==> config.mk <==
export PLATFORM = sky130hd
export DESIGN_NAME = uart_rx_module
export DESIGN_NICKNAME = d
export VERILOG_FILES = /design/src/rtl/uart_pkg.sv /design/src/rtl/uart_baud_accumulator.sv /design/src/rtl/uart_rx_module.sv
export SDC_FILE = /design/constraint.sdc
export NUM_CORES = 1
export LEC_CHECK = 0
export BUFFER_PORTS_ARGS = -buffer_cell sky130_fd_sc_hd__clkbuf_2
export CORE_ASPECT_RATIO = 0.7
export CORE_UTILIZATION = 45
export DETAILED_ROUTE_END_ITERATION = 10
export PLACE_DENSITY = 0.76
export RECOVER_POWER = 50
export SLEW_MARGIN = 20
export SYNTH_ARGS = -nofsm -noshare
export SYNTH_HDL_FRONTEND = slang
export SYNTH_SLANG_ARGS = --single-unit
==> constraint.sdc <==
create_clock -name clk_i -period 2.7 [get_ports clk_i]
set_clock_uncertainty 0.2 [all_clocks]
set_input_delay 0.54 -clock clk_i [delete_from_list [all_inputs] [get_ports clk_i]]
set_output_delay 0.54 -clock clk_i [all_outputs]
set_load 0.01 [all_outputs]
==> src/rtl/uart_pkg.sv <==
// Shared definitions for the UART receive path: FSM encoding, control-register
// bit positions, the default start-phase preload and the parity helper.
package uart_pkg;

    typedef enum logic [2:0] {
        ST_IDLE   = 3'd0,
        ST_START  = 3'd1,
        ST_DATA   = 3'd2,
        ST_PARITY = 3'd3,
        ST_STOP   = 3'd4
    } uart_state_e;

    localparam int CTRL_ARM     = 7;
    localparam int CTRL_PAR_EN  = 6;
    localparam int CTRL_PAR_ODD = 5;
    localparam int CTRL_LEN9    = 4;
    localparam int CTRL_RST     = 3;

    // Half a bit period of phase, so the first tick lands mid start bit.
    localparam logic [31:0] START_PHASE_DEFAULT = 32'h4000_0000;

    function automatic logic expected_parity(input logic [8:0] data, input logic odd);
        return (^data) ^ odd;
    endfunction

endpackage

==> src/rtl/uart_baud_accumulator.sv <==
// Phase accumulator baud generator: adds the increment each clock and emits a
// tick while bit31 is set; the set value is cleared on the following clock.
module uart_baud_accumulator (
    input  logic        clk_i,
    input  logic        clear,
    input  logic        load,
    input  logic [31:0] preload,
    input  logic [31:0] increment,
    output logic        tick
);

    logic [31:0] acc;

    always_ff @(posedge clk_i) begin
        if (clear) begin
            acc <= '0;
        end else if (load) begin
            acc <= preload;
        end else if (acc[31]) begin
            acc <= '0;
        end else begin
            acc <= acc + increment;
        end
    end

    assign tick = acc[31];

endmodule

==> src/rtl/uart_rx_module.sv <==
// UART receiver: synchronised line, start-edge detect, mid-bit sampling from the
// phase accumulator, optional parity and 9-bit words, registered result pulses.
module uart_rx_module
    import uart_pkg::*;
#(
    parameter int          SYNC_STAGES = 2,
    parameter logic [31:0] START_PHASE = START_PHASE_DEFAULT
) (
    input  logic        clk_i,
    input  logic        rst_i,
    input  logic        uart_rx,
    input  logic [7:0]  rx_ctrl_reg,
    input  logic [31:0] baud_rate_divider_constant,
    output logic [8:0]  rx_data_out,
    output logic        frame_receive_complete,
    output logic        parity_error_flag,
    output logic        frame_error_flag,
    output logic        rx_busy,
    output uart_state_e rx_state
);

    // frame_receive_complete is a single-cycle valid with no ready: the consumer
    // must capture rx_data_out and the error flags in that same cycle.
    logic [SYNC_STAGES-1:0] sync;
    logic                   line, line_d, fall;
    logic                   soft_rst, start_ok, tick, stop_tick;
    logic                   acc_clear, acc_load;
    uart_state_e            state, next_state;
    logic [3:0]             bit_cnt, last_bit;
    logic [8:0]             shift;
    logic                   par_bad, cfg_par_en, cfg_par_odd, cfg_len9;
    logic                   unused_ctrl;

    assign soft_rst    = rst_i | rx_ctrl_reg[CTRL_RST];
    assign unused_ctrl = ^rx_ctrl_reg[2:0];

    always_ff @(posedge clk_i) begin
        if (soft_rst) begin
            sync   <= '1;
            line_d <= 1'b1;
        end else begin
            sync   <= {sync[SYNC_STAGES-2:0], uart_rx};
            line_d <= line;
        end
    end

    assign line     = sync[SYNC_STAGES-1];
    assign fall     = line_d & ~line;
    assign start_ok = fall & rx_ctrl_reg[CTRL_ARM] & (baud_rate_divider_constant != 32'd0);
    assign last_bit = cfg_len9 ? 4'd8 : 4'd7;

    uart_baud_accumulator u_baud (
        .clk_i     (clk_i),
        .clear     (acc_clear),
        .load      (acc_load),
        .preload   (START_PHASE),
        .increment (baud_rate_divider_constant),
        .tick      (tick)
    );

    always_ff @(posedge clk_i) begin
        if (soft_rst) begin
            state <= ST_IDLE;
        end else begin
            state <= next_state;
        end
    end

    always_comb begin
        next_state = state;
        case (state)
            ST_IDLE:   if (start_ok) next_state = ST_START;
            ST_START:  if (tick) next_state = line ? ST_IDLE : ST_DATA;
            ST_DATA:   if (tick && (bit_cnt == last_bit)) next_state = cfg_par_en ? ST_PARITY : ST_STOP;
            ST_PARITY: if (tick) next_state = ST_STOP;
            ST_STOP:   if (tick) next_state = ST_IDLE;
            default:   next_state = ST_IDLE;
        endcase
    end

    always_comb begin
        acc_load  = 1'b0;
        acc_clear = soft_rst;
        stop_tick = 1'b0;
        rx_busy   = 1'b1;
        case (state)
            ST_IDLE: begin
                rx_busy   = 1'b0;
                acc_load  = start_ok & ~soft_rst;
                acc_clear = soft_rst | ~start_ok;
            end
            ST_STOP: stop_tick = tick & ~soft_rst;
            default: ;
        endcase
    end

    assign rx_state = state;

    // Frame format is captured at the start edge so control writes mid-frame
    // cannot change the length or parity of a frame already in flight.
    always_ff @(posedge clk_i) begin
        if (soft_rst) begin
            bit_cnt     <= '0;
            shift       <= '0;
            par_bad     <= 1'b0;
            cfg_par_en  <= 1'b0;
            cfg_par_odd <= 1'b0;
            cfg_len9    <= 1'b0;
        end else begin
            case (state)
                ST_IDLE: begin
                    if (start_ok) begin
                        cfg_par_en  <= rx_ctrl_reg[CTRL_PAR_EN];
                        cfg_par_odd <= rx_ctrl_reg[CTRL_PAR_ODD];
                        cfg_len9    <= rx_ctrl_reg[CTRL_LEN9];
                    end
                end
                ST_START: begin
                    if (tick) begin
                        bit_cnt <= '0;
                        shift   <= '0;
                        par_bad <= 1'b0;
                    end
                end
                ST_DATA: begin
                    if (tick) begin
                        shift[bit_cnt] <= line;
                        bit_cnt        <= bit_cnt + 4'd1;
                    end
                end
                ST_PARITY: begin
                    if (tick) par_bad <= (line != expected_parity(shift, cfg_par_odd));
                end
                default: ;
            endcase
        end
    end

    always_ff @(posedge clk_i) begin
        if (rst_i) begin
            rx_data_out <= 9'h000;
        end else if (stop_tick) begin
            rx_data_out <= shift;
        end
    end

    always_ff @(posedge clk_i) begin
        if (soft_rst) begin
            frame_receive_complete <= 1'b0;
            parity_error_flag      <= 1'b0;
            frame_error_flag       <= 1'b0;
        end else begin
            frame_receive_complete <= stop_tick;
            parity_error_flag      <= stop_tick & par_bad;
            frame_error_flag       <= stop_tick & ~line;
        end
    end

endmodule

==> results_dict.tcl <==
set metrics [dict create \
    status "finished, final reports clean" \
    synth_most_common_cell "dfxtp_1" \
    required_ns 2.73 \
    grt_pass1_wl_um 17500 \
    ys_warn_count 0 \
    wirelength_um 10800 \
    vias_per_cell 5.46 \
    yosys.area.top_type "dfxtp_1" \
    arrival_ns 2.67 \
    setup_viol 0 \
    die_w_um 115 \
    p_switching_mw 0.564 \
    grt_pass1_vias 3771 \
    register_area_um2 1340 \
    power_density_nw_per_um2 475 \
    wl_per_cell_um 15.0 \
    crit_chain "clkbuf_2 > ha_1 > o21a_1 > o21ai_2 > nor3_2 > a2111oi_4 > buf_4 > o211ai_1 > nand2_2 > o221ai_2 > mux2i_1 > nand2_1" \
    start_util_pct 47.0 \
    clk_latency_ns 0.34 \
    h-tree-depth 3 \
    fin_util_pct 60.9 \
    post-route-period-util_pct 97.6 \
    yosysTopAreaCellShare_pct 33.2 \
    critPathMaxStageDelay_ns 0.44 \
    ys_top_cells_by_area "dfxtp_1 (33%), ha_1 (11%), nand2_1 (5.4%), nor2_1 (4.5%), a21oi_1 (4.3%)" \
    path_buf_inv 2 \
    maxSlewViolCount 0 \
    drt_iter0_drc 226 \
    drv_cap 0 \
    coreArea_um2 8580 \
    area_growth_pct 29.4 \
    grt_usage_pct 24.5 \
    critPathKind "in2reg" \
    multi_input_area_um2 2690 \
    cp_top_family "compound AO/OA/AOI/OAI gates" \
    antenna_found_initial 0 \
    finalHoldViolCount 0 \
    cts_root_buffer "clkbuf_16" \
    io_pins 59 \
    critPathCaptureType "flop" \
    portBuffers 55 \
    row_count 28 \
    ys_types 54 \
    synth_seq_cells 67 \
    antenna_left 0 \
    power_leakage_nw 2.36 \
    synth_edf_count 0 \
    clk_pin_slew_ns 0.06 \
    worstSetupEndpoint "u_baud.acc[30]$_SDFF_PP0_" \
    seqPwrFrac_pct 40.0 \
    diodes 0 \
    syn_avg_cell_area_um2 8.26 \
    tightest_slew_ns 0.674 \
    dp_cells 699 \
    dieArea_um2 9360 \
    synth_flop_cell "dfxtp_1" \
    path_depth 12 \
    cts_tree "yes" \
    synth_common_cells "dfxtp_1 (67), nand2_1 (58), nor2_1 (48), a21oi_1 (35), ha_1 (35)" \
    hpwl_um 7920 \
    drc_errors 0 \
    worstSetupStartpoint "baud_rate_divider_constant[7]" \
    crit_fanout 4 \
    die-height_um 81.3 \
    syn_nets 568 \
    vias 3915 \
    cts.sinks 67 \
    finalNonFillerCells 717 \
    worstRegToRegCells 11 \
    finalCriticalPeriod_ns 2.64 \
    fin_tns_setup_ns 0 \
    relSlewSlack_pct 54.5 \
    r2r-end "u_baud.acc[30]$_SDFF_PP0_" \
    worst_path_max_delay_cell "a2111oi_4" \
    async_flop_share_pct 0 \
    gp_congestion 0.884 \
    power.internal_mw 1.92 \
    hold_class "reg2reg" \
    dr.pass1.iters 5 \
    drive_gt1_share_pct 23.5 \
    syn-cell-area_um2 4040 \
    nets 671 \
    vdd_ir_drop_max_mv 0.443 \
    ys_seq_area_share_pct 33.2 \
    grt_max_degree 35 \
    comb_power_share_pct 7.7 \
    start_kind "input port" \
    p_clk_share_pct 52.3 \
    overflow 0 \
    cts_buffers 9 \
    r2r_slack_ns 0.08 \
    clock_path_buffers 2 \
    switching_share_pct 22.7 \
    nFillCells 747 \
    synth_cells 489 \
    fmax_ghz 0.379 \
    worstReg2RegStart "u_baud.acc[7]$_SDFF_PP0_" \
]
==> area by class of cell <==
type                       instances  share of cell area [%]
multi-input combinational        391                    51.5
timing repair buffer             108                    12.6
tap                              120                    2.87
sequential                        67                    25.7
clock inverter                     6                    1.70
clock buffer                      10                    4.57
inverter                          15                    1.08
==> power groups by stage <==
stage | clock network [mW] | logic, mW | registers, mW
global route | 1.35 | 0.209 | 0.992
finish | 1.30 | 0.192 | 0.992
CTS | 1.31 | 0.185 | 0.992
global placement | 0 | 0.174 | 1.01
floorplan | 0 | 0.0898 | 1.01
detailed placement | 0 | 0.180 | 1.01
==> worst register-to-register path: stages (launching register included) <==
cell and delay (ns):
dfxtp_1 0.30, ha_1 0.33, o21a_1 0.15, o21ai_2 0.20, nor3_2 0.09, a2111oi_4 0.44
buf_4 0.19, o211ai_1 0.11, nand2_2 0.15, o221ai_2 0.12, mux2i_1 0.16, nand2_1 0.06
==> placed cells by master (no fill, tap or decap), drive strengths merged, types with 3 or more instances in the layout <==
cell / netlist / routed
nor4: 10 / 10
o21bai: 4 / 4
o21ai: 24 / 24
ha: 35 / 35
clkbuf: 16 / 66
xnor2: 20 / 20
a21o: 20 / 20
xor2: 15 / 15
mux2i: 5 / 5
a21oi: 35 / 35
nand4: 7 / 7
nand2: 59 / 59
a211oi: 4 / 4
nand3b: 10 / 10
dfxtp: 67 / 67
and2: 5 / 5
or2: 5 / 5
and4: 3 / 3
buf: 0 / 52
nand2b: 7 / 7
inv: 15 / 15
nand3: 15 / 15
nor3b: 5 / 5
nor2b: 11 / 11
nor2: 48 / 48
nor3: 11 / 11
a31oi: 5 / 5
or3: 5 / 5
==> how the worst min path moves through the flow <==
stage / from / to / slack [ns] / depth (start not counted)
after global placement: sync[0]$_SDFF_PP1_ / sync[1]$_SDFF_PP1_ / 0.19 / 1
after global routing: uart_rx / sync[0]$_SDFF_PP1_ / 0.23 / 2
after detailed placement: sync[0]$_SDFF_PP1_ / sync[1]$_SDFF_PP1_ / 0.21 / 1
after CTS: uart_rx / sync[0]$_SDFF_PP1_ / 0.21 / 2
after floorplan: sync[0]$_SDFF_PP1_ / sync[1]$_SDFF_PP1_ / 0.18 / 1
final: sync[0]$_SDFF_PP1_ / sync[1]$_SDFF_PP1_ / 0.21 / 1
==> logic make-up after synthesis <==
kind of cell | count (synthesis) | synth area share (%)
fa+ha+maj | 36 | 11.3
xor+xnor | 35 | 7.59
buf+inv | 31 | 2.88
mux | 5 | 1.24
simple gates | 204 | 25.5
flops | 67 | 33.2
compound gates | 111 | 18.2
==> layer usage <==
| layer | GRT usage [%] | share of wire (%) | vias up |
|---|---|---|---|
| met5 | 0 | 0 | - |
| met3 | 6.87 | 6.8 | 16 |
| met4 | 8.96 | 1.6 | 0 |
| li1 | - | - | 1934 |
| met2 | 38.1 | 44 | 144 |
| met1 | 32.5 | 47 | 1821 |
==> timing repair <==
item                                    4_1_cts  5_1_grt
endpoints found under the setup margin        4       10
gates resized for setup                      11       11
pin swaps                                    10       13
buffers inserted                              1        1
hold buffers                                  0        0
==> state kept, by name, indices dropped and copies added, names as in the netlist, 2 cells and up <==
| name | count |
|---|---|
| bit_cnt | 4 |
| rx_data_out | 9 |
| rx_state | 3 |
| shift | 9 |
| sync | 2 |
| u_baud.acc | 32 |
==> stage by stage <==
stage | instance area, um2 | hold WS [ns] | worst slack, ns | total power, mW
floorplan | 4040 | 0.184 | -0.0406 | 1.10
global placement | 4790 | 0.189 | -0.340 | 1.19
detailed placement | 4790 | 0.206 | -0.418 | 1.19
CTS | 5170 | 0.214 | 0.00390 | 2.49
global route | 5230 | 0.233 | -0.0280 | 2.55
finish | 5230 | 0.215 | 0.0638 | 2.48
(Power assumes the default switching activity.)
